**config.mk**
```make
export PLATFORM = sky130hd
export DESIGN_NAME = fsm_alu_ctrl
export DESIGN_NICKNAME = d
export VERILOG_FILES = /design/src/rtl/fsm_alu_ctrl.sv
export SDC_FILE = /design/constraint.sdc
export NUM_CORES = 1
export LEC_CHECK = 0
export CORE_ASPECT_RATIO = 2
export CORE_MARGIN = 5
export CORE_UTILIZATION = 35
export CTS_CLUSTER_SIZE = 28
export DETAILED_ROUTE_END_ITERATION = 10
export DONT_BUFFER_PORTS = 1
export HOLD_SLACK_MARGIN = 0.08
export PLACE_DENSITY = 0.62
export SLEW_MARGIN = 20
export SYNTH_ARGS = -nofsm -noshare
export SYNTH_HDL_FRONTEND = slang
export SYNTH_SLANG_ARGS = --single-unit
```
**constraint.sdc**
```tcl
create_clock -name clk -period 1.8 [get_ports clk]
set_input_delay 0.09 -clock clk [delete_from_list [all_inputs] [get_ports clk]]
set_output_delay 0.09 -clock clk [all_outputs]
set_load 0.02 [all_outputs]
```
**src/rtl/fsm_alu_ctrl.sv**
```systemverilog
// ---------------------------------------------------------------------------
// fsm_alu_ctrl
// Multi-cycle control sequencer for integer ALU instructions (OP, OP-IMM,
// OP-32, OP-IMM-32). An instruction word and its one-hot decoded opcode are
// captured on start; the block then walks DECODE -> READ -> EXEC -> WB, or
// DECODE -> ERR when the encoding is rejected. READ and EXEC are stretched by
// REG_LAT / ALU_LAT cycles so the sequencer can match a slow regfile or ALU.
//
// Ports
//   clk, rst_n                  clock (rising edge), async active-low reset
//   start                       request, only looked at while idle
//   ins[31:0], code[CODE_W-1:0] instruction word and one-hot opcode
//   rs1_addr/rs2_addr/rd_addr   register addresses of the captured word
//   func3                       captured ins[14:12]
//   sub_sra, sel_alu_b, word_op ALU controls (subtract/arith shift, imm
//                               operand, 32-bit W-variant)
//   load_rs1/load_rs2/load_alu  datapath register enables
//   load_regfile, load_pc       regfile write / PC write enables
//   sel_pc_next                 PC mux select, 1 = PC+4
//   busy, done, illegal         status; done/illegal are 1-cycle pulses
// All outputs are Moore: decoded from the state and the captured word only.
// ---------------------------------------------------------------------------
module fsm_alu_ctrl #(
    parameter int XLEN        = 64,
    parameter int CODE_W      = 32,
    parameter int OP_BIT      = 12,
    parameter int OPIMM_BIT   = 11,
    parameter int OPIMM32_BIT = 13,
    parameter int OP32_BIT    = 14,
    parameter int REG_LAT     = 1,
    parameter int ALU_LAT     = 1
) (
    input  logic              clk,
    input  logic              rst_n,
    input  logic              start,
    input  logic [31:0]       ins,
    input  logic [CODE_W-1:0] code,
    output logic [4:0]        rs1_addr,
    output logic [4:0]        rs2_addr,
    output logic [4:0]        rd_addr,
    output logic [2:0]        func3,
    output logic              sub_sra,
    output logic              sel_alu_b,
    output logic              word_op,
    output logic              load_rs1,
    output logic              load_rs2,
    output logic              load_alu,
    output logic              load_regfile,
    output logic              load_pc,
    output logic              sel_pc_next,
    output logic              busy,
    output logic              done,
    output logic              illegal
);

    typedef enum logic [2:0] {
        S_IDLE,
        S_DECODE,
        S_READ,
        S_EXEC,
        S_WB,
        S_ERR
    } state_t;

    localparam logic [3:0] REG_CNT_INIT = 4'(REG_LAT - 1);
    localparam logic [3:0] ALU_CNT_INIT = 4'(ALU_LAT - 1);
    localparam bit         RV32         = (XLEN == 32);

    state_t      r_state;
    state_t      w_state_next;
    logic [3:0]  r_cnt;
    logic [3:0]  w_cnt_next;
    // Only ins[31:7] matters: the opcode field is already decoded into code.
    logic [31:7] r_ins;
    // Captured opcode bits, ordered {OP-32, OP-IMM-32, OP, OP-IMM}.
    logic [3:0]  r_kind;

    logic        w_op;
    logic        w_opimm;
    logic        w_opimm32;
    logic        w_op32;
    logic        w_onehot;
    logic [6:0]  w_f7;
    logic [2:0]  w_f3;
    logic        w_f7_ok;
    logic        w_illegal;
    logic        w_unused_ok;

    // The remaining code bits and ins[6:0] are intentionally ignored.
    assign w_unused_ok = &{1'b0, ins[6:0], code};

    assign w_opimm   = r_kind[0];
    assign w_op      = r_kind[1];
    assign w_opimm32 = r_kind[2];
    assign w_op32    = r_kind[3];
    assign w_onehot  = (r_kind == 4'b0001) || (r_kind == 4'b0010) ||
                       (r_kind == 4'b0100) || (r_kind == 4'b1000);
    assign w_f7      = r_ins[31:25];
    assign w_f3      = r_ins[14:12];
    assign w_f7_ok   = (w_f7 == 7'b0000000) || (w_f7 == 7'b0100000);

    always_ff @(posedge clk or negedge rst_n) begin
        if (!rst_n) begin
            r_state <= S_IDLE;
            r_cnt   <= '0;
            r_ins   <= '0;
            r_kind  <= '0;
        end else begin
            r_state <= w_state_next;
            r_cnt   <= w_cnt_next;
            if (r_state == S_IDLE && start) begin
                r_ins  <= ins[31:7];
                r_kind <= {code[OP32_BIT], code[OPIMM32_BIT], code[OP_BIT], code[OPIMM_BIT]};
            end
        end
    end

    // Legality of the captured word; only consumed in DECODE.
    always_comb begin
        w_illegal = 1'b0;
        if (!w_onehot) begin
            w_illegal = 1'b1;
        end else if (w_op) begin
            w_illegal = !w_f7_ok ||
                        ((w_f7 == 7'b0100000) && !(w_f3 == 3'b000 || w_f3 == 3'b101));
        end else if (w_opimm) begin
            // Shift immediates: ins[25] is shamt[5], only meaningful on RV64.
            if (w_f3 == 3'b001) begin
                w_illegal = (r_ins[31:26] != 6'b000000) || (RV32 && r_ins[25]);
            end else if (w_f3 == 3'b101) begin
                w_illegal = ((r_ins[31:26] != 6'b000000) && (r_ins[31:26] != 6'b010000)) ||
                            (RV32 && r_ins[25]);
            end
        end else begin
            // W-variants (OP-32 / OP-IMM-32)
            if (RV32) begin
                w_illegal = 1'b1;
            end else if (!(w_f3 == 3'b000 || w_f3 == 3'b001 || w_f3 == 3'b101)) begin
                w_illegal = 1'b1;
            end else if (w_op32 || w_f3 != 3'b000) begin
                // addiw carries an immediate in ins[31:20], so it is exempt.
                w_illegal = !w_f7_ok || ((w_f7 == 7'b0100000) && (w_f3 == 3'b001));
            end
        end
    end

    always_comb begin
        w_state_next = r_state;
        w_cnt_next   = r_cnt;
        case (r_state)
            S_IDLE: begin
                if (start) begin
                    w_state_next = S_DECODE;
                end
            end
            S_DECODE: begin
                if (w_illegal) begin
                    w_state_next = S_ERR;
                end else begin
                    w_state_next = S_READ;
                    w_cnt_next   = REG_CNT_INIT;
                end
            end
            S_READ: begin
                if (r_cnt == 4'd0) begin
                    w_state_next = S_EXEC;
                    w_cnt_next   = ALU_CNT_INIT;
                end else begin
                    w_cnt_next = r_cnt - 4'd1;
                end
            end
            S_EXEC: begin
                if (r_cnt == 4'd0) begin
                    w_state_next = S_WB;
                end else begin
                    w_cnt_next = r_cnt - 4'd1;
                end
            end
            S_WB:    w_state_next = S_IDLE;
            S_ERR:   w_state_next = S_IDLE;
            default: w_state_next = S_IDLE;
        endcase
    end

    always_comb begin
        rs1_addr     = '0;
        rs2_addr     = '0;
        rd_addr      = '0;
        func3        = '0;
        sub_sra      = 1'b0;
        sel_alu_b    = 1'b0;
        word_op      = 1'b0;
        load_rs1     = 1'b0;
        load_rs2     = 1'b0;
        load_alu     = 1'b0;
        load_regfile = 1'b0;
        load_pc      = 1'b0;
        sel_pc_next  = 1'b0;
        busy         = (r_state != S_IDLE);
        done         = 1'b0;
        illegal      = 1'b0;
        // Fields are presented only while an instruction is in flight.
        if (r_state != S_IDLE) begin
            rs1_addr  = r_ins[19:15];
            rs2_addr  = r_ins[24:20];
            rd_addr   = r_ins[11:7];
            func3     = w_f3;
            // Register forms use ins[30] for sub and sra; immediate forms only
            // for srai, since addi's ins[30] is immediate data.
            sub_sra   = r_ins[30] &&
                        (((w_op || w_op32) && (w_f3 == 3'b000 || w_f3 == 3'b101)) ||
                         ((w_opimm || w_opimm32) && (w_f3 == 3'b101)));
            sel_alu_b = w_opimm || w_opimm32;
            word_op   = w_op32 || w_opimm32;
        end
        case (r_state)
            S_READ: begin
                load_rs1 = (r_cnt == 4'd0);
                load_rs2 = (r_cnt == 4'd0);
            end
            S_EXEC: load_alu = (r_cnt == 4'd0);
            S_WB: begin
                load_pc      = 1'b1;
                sel_pc_next  = 1'b1;
                done         = 1'b1;
                load_regfile = (r_ins[11:7] != 5'd0);
            end
            S_ERR: begin
                done    = 1'b1;
                illegal = 1'b1;
            end
            default: ;
        endcase
    end

endmodule
```
==> results.ini <==
[flow_run]
max_cap_viol_count = 0

[sta]
setup_viol = 0
whs_ns = 0.253
finalHoldViolations = 0
timing.final.crit_period_ns = 1.76
rsz0062_at_grt = yes
slew_violations = 0
maxSlewHeadroom_pct = 65.7
setup_tns_ns = 0
finClkSkew_ns = 0.00664
setup_ws_ns = 0.0383
period_share_pct = 97.9
tightest_slew_ns = 0.513
fmax_ghz = 0.568

[yosys]
ys_seq_area_share_pct = 47.3
syn_area_sq_mm = 0.00191
syn_inst = 182
ys_seq_elements = 36
yosysWarningCount = 0
avgSynthCellArea_sq_um = 10.5
synthDistinctLibCells = 38
syn-num-nets = 250

[worst_setup_path]
cp.required_ns = 1.98
cp-start-kind = register
worst_ep_arrival_time_ns = 1.94
endpoint_kind = register
criticalPathCategory = reg2reg
worstPathMaxFanout = 3

[cts]
cts_root_buf = clkbuf_8
htree_levels = 2
clock_path_buffers = 2
cts.sinks = 36
insertion_delay_ns = 0.29
cts_tree = yes
clkTransAtPathRegs_ns = 0.07
cts_buffers = 5

[grt]
grt_pass1_wl_mm = 7.60
grt_max_degree = 37
grtUsageTotal_pct = 13.5
grt-ovfl-total = 0
antenna_found_initial = 0
grt_pass1_vias = 1614

[routing]
ant_nets = 0
drt_pass1_iterations = 4
via_per_inst = 5.20
vias = 1502
first_iter_violations = 86
detail_route.wl_per_cell_microns = 16.0
totalWireLength_mm = 4.62
drcViolationCount = 0

[placed_design]
dp_cells = 247
dpl.hpwl_mm = 3.37
io_buffer_count = 0
place_area_sq_mm = 0.00205
gp_congestion = 0.873
pre_cts_ws_ns = -0.0639

[power_and_ir_drop]
leakage_nw = 1.06
power.density_mw_per_mm2 = 1770
finalPower_mw = 4.44
peakVddDrop_mv = 1.22

[cells_and_area]
layout_common_cells = 35 x dfrtp_1, 31 x dlygate4sd3_1, 27 x mux2_2
seqCellArea_sq_um = 902
n_fill_cell = 520
finish.utilization_pct = 46.7
final-instance-count-excl-fill = 289
n_antenna_cell = 0
layout.nets = 296
layout_commonest_cell = dfrtp_1
stdcell_area_sq_mm = 0.00251
multi_input_area_sq_um = 940
synthToLayoutAreaGrowth_pct = 31.7
drive_above_1_share_pct = 27.5

[floorplanning]
dieHeight_microns = 114
start_util_pct = 35.5
io_pins = 97
row_count = 38
die_x_microns = 62.2
die_area_sq_mm = 0.00711
core_sq_mm = 0.00537

[outcome]
status = completed

[min_path]
hold_class = in2async

[logic make-up after synthesis]
group	synth area share (%)
AO/OA/AOI/OAI	10.4
XOR/XNOR	1.31
adder cells (fa/ha/maj)	0.656
buffers and inverters	5.19
flip-flops	47.3
multiplexers	16.0
AND/OR/NAND/NOR	19.2
[per-layer routing]
layer / up-vias / GRT usage [%] / share of wire [%]
li1: 721 / - / -
met1: 731 / 14.4 / 39
met2: 41 / 23.9 / 54
met3: 9 / 3.05 / 4.3
met4: 0 / 7.96 / 2.9
met5: - / 0 / 0
[sequential cells by signal (all words and copies together), names as in the netlist]
signal	count
r_cnt	4
r_ins	25
r_kind	4
r_state	3
[final timing paths]
check                      cells after the start  slack, ns        end  startpoint
setup / recovery                               5       0.04   r_cnt[3]   r_ins[26]
hold / removal                                 2       0.25   r_cnt[3]       rst_n
setup reg to reg                               5       0.04   r_cnt[3]   r_ins[26]
hold reg to reg                                1       0.50  r_ins[21]   r_ins[21]
max in group asynchronous                      2       1.34  r_ins[12]       rst_n
min in group clk                               3       0.34  r_kind[2]       start
[what timing repair did]
item / CTS / global route
hold endpoints to repair: 68 / 0
gates resized for setup: 3 / 5
hold buffers: 32 / 0
pin swaps: 2 / 3
buffers inserted: 0 / 2
endpoints found under the setup margin: 3 / 8
[critical path, cell delays in order, from the launching register on]
cell	delay, ns
dfrtp_1	0.39
nor3_2	0.16
nand2_1	0.10
o32a_1	0.37
o31a_1	0.32
a221o_1	0.32
[synth_stat cells]
| cell type | number | area share (%) |
|---|---|---|
| ha_1 | 1 | 0.66 |
| and3_1 | 1 | 0.33 |
| o211a_1 | 1 | 0.53 |
| a22o_1 | 1 | 0.46 |
| o21a_1 | 1 | 0.39 |
| a21boi_1 | 1 | 0.39 |
| mux2_2 | 27 | 16 |
| nand2b_1 | 5 | 1.6 |
| buf_4 | 5 | 2.0 |
| nor2b_1 | 21 | 6.9 |
| buf_2 | 1 | 0.26 |
| nor3b_1 | 2 | 0.79 |
| and2_1 | 2 | 0.66 |
| nor4bb_1 | 1 | 0.53 |
| a32oi_1 | 1 | 0.46 |
| xnor2_2 | 1 | 0.85 |
| nor4b_1 | 1 | 0.46 |
| nor3_1 | 6 | 1.6 |
| a221o_1 | 1 | 0.53 |
| a31oi_1 | 2 | 0.66 |
| dfrtp_1 | 36 | 47 |
| o311ai_0 | 1 | 0.46 |
| or2_2 | 1 | 0.33 |
| or2b_1 | 1 | 0.39 |
| o32a_1 | 1 | 0.53 |
| clkbuf_1 | 6 | 1.2 |
| o31ai_1 | 2 | 0.79 |
| xor2_1 | 1 | 0.46 |
| o31a_1 | 2 | 0.92 |
| buf_6 | 1 | 0.59 |
| a21oi_1 | 5 | 1.3 |
| nor2_1 | 15 | 3.0 |
| inv_1 | 6 | 1.2 |
| nand2_1 | 8 | 1.6 |
| o211ai_1 | 1 | 0.39 |
| or4_1 | 1 | 0.39 |
| o21ai_0 | 10 | 2.6 |
| nor4_1 | 2 | 0.66 |
[power breakdown]
part           internal [mW]  switching [mW]
combinational          0.988            1.42
sequential              1.18           0.270
clock                  0.312           0.268
[area by class of cell]
cell class              count  share of cell area, %
multi-input cells         127                   37.4
flip-flops and latches     36                   35.9
repair buffers             52                   19.1
clock buffers               8                   3.59
well taps                  60                   2.99
inverters                   6                  0.897
No activity file was read; power rests on OpenSTA's default activity.
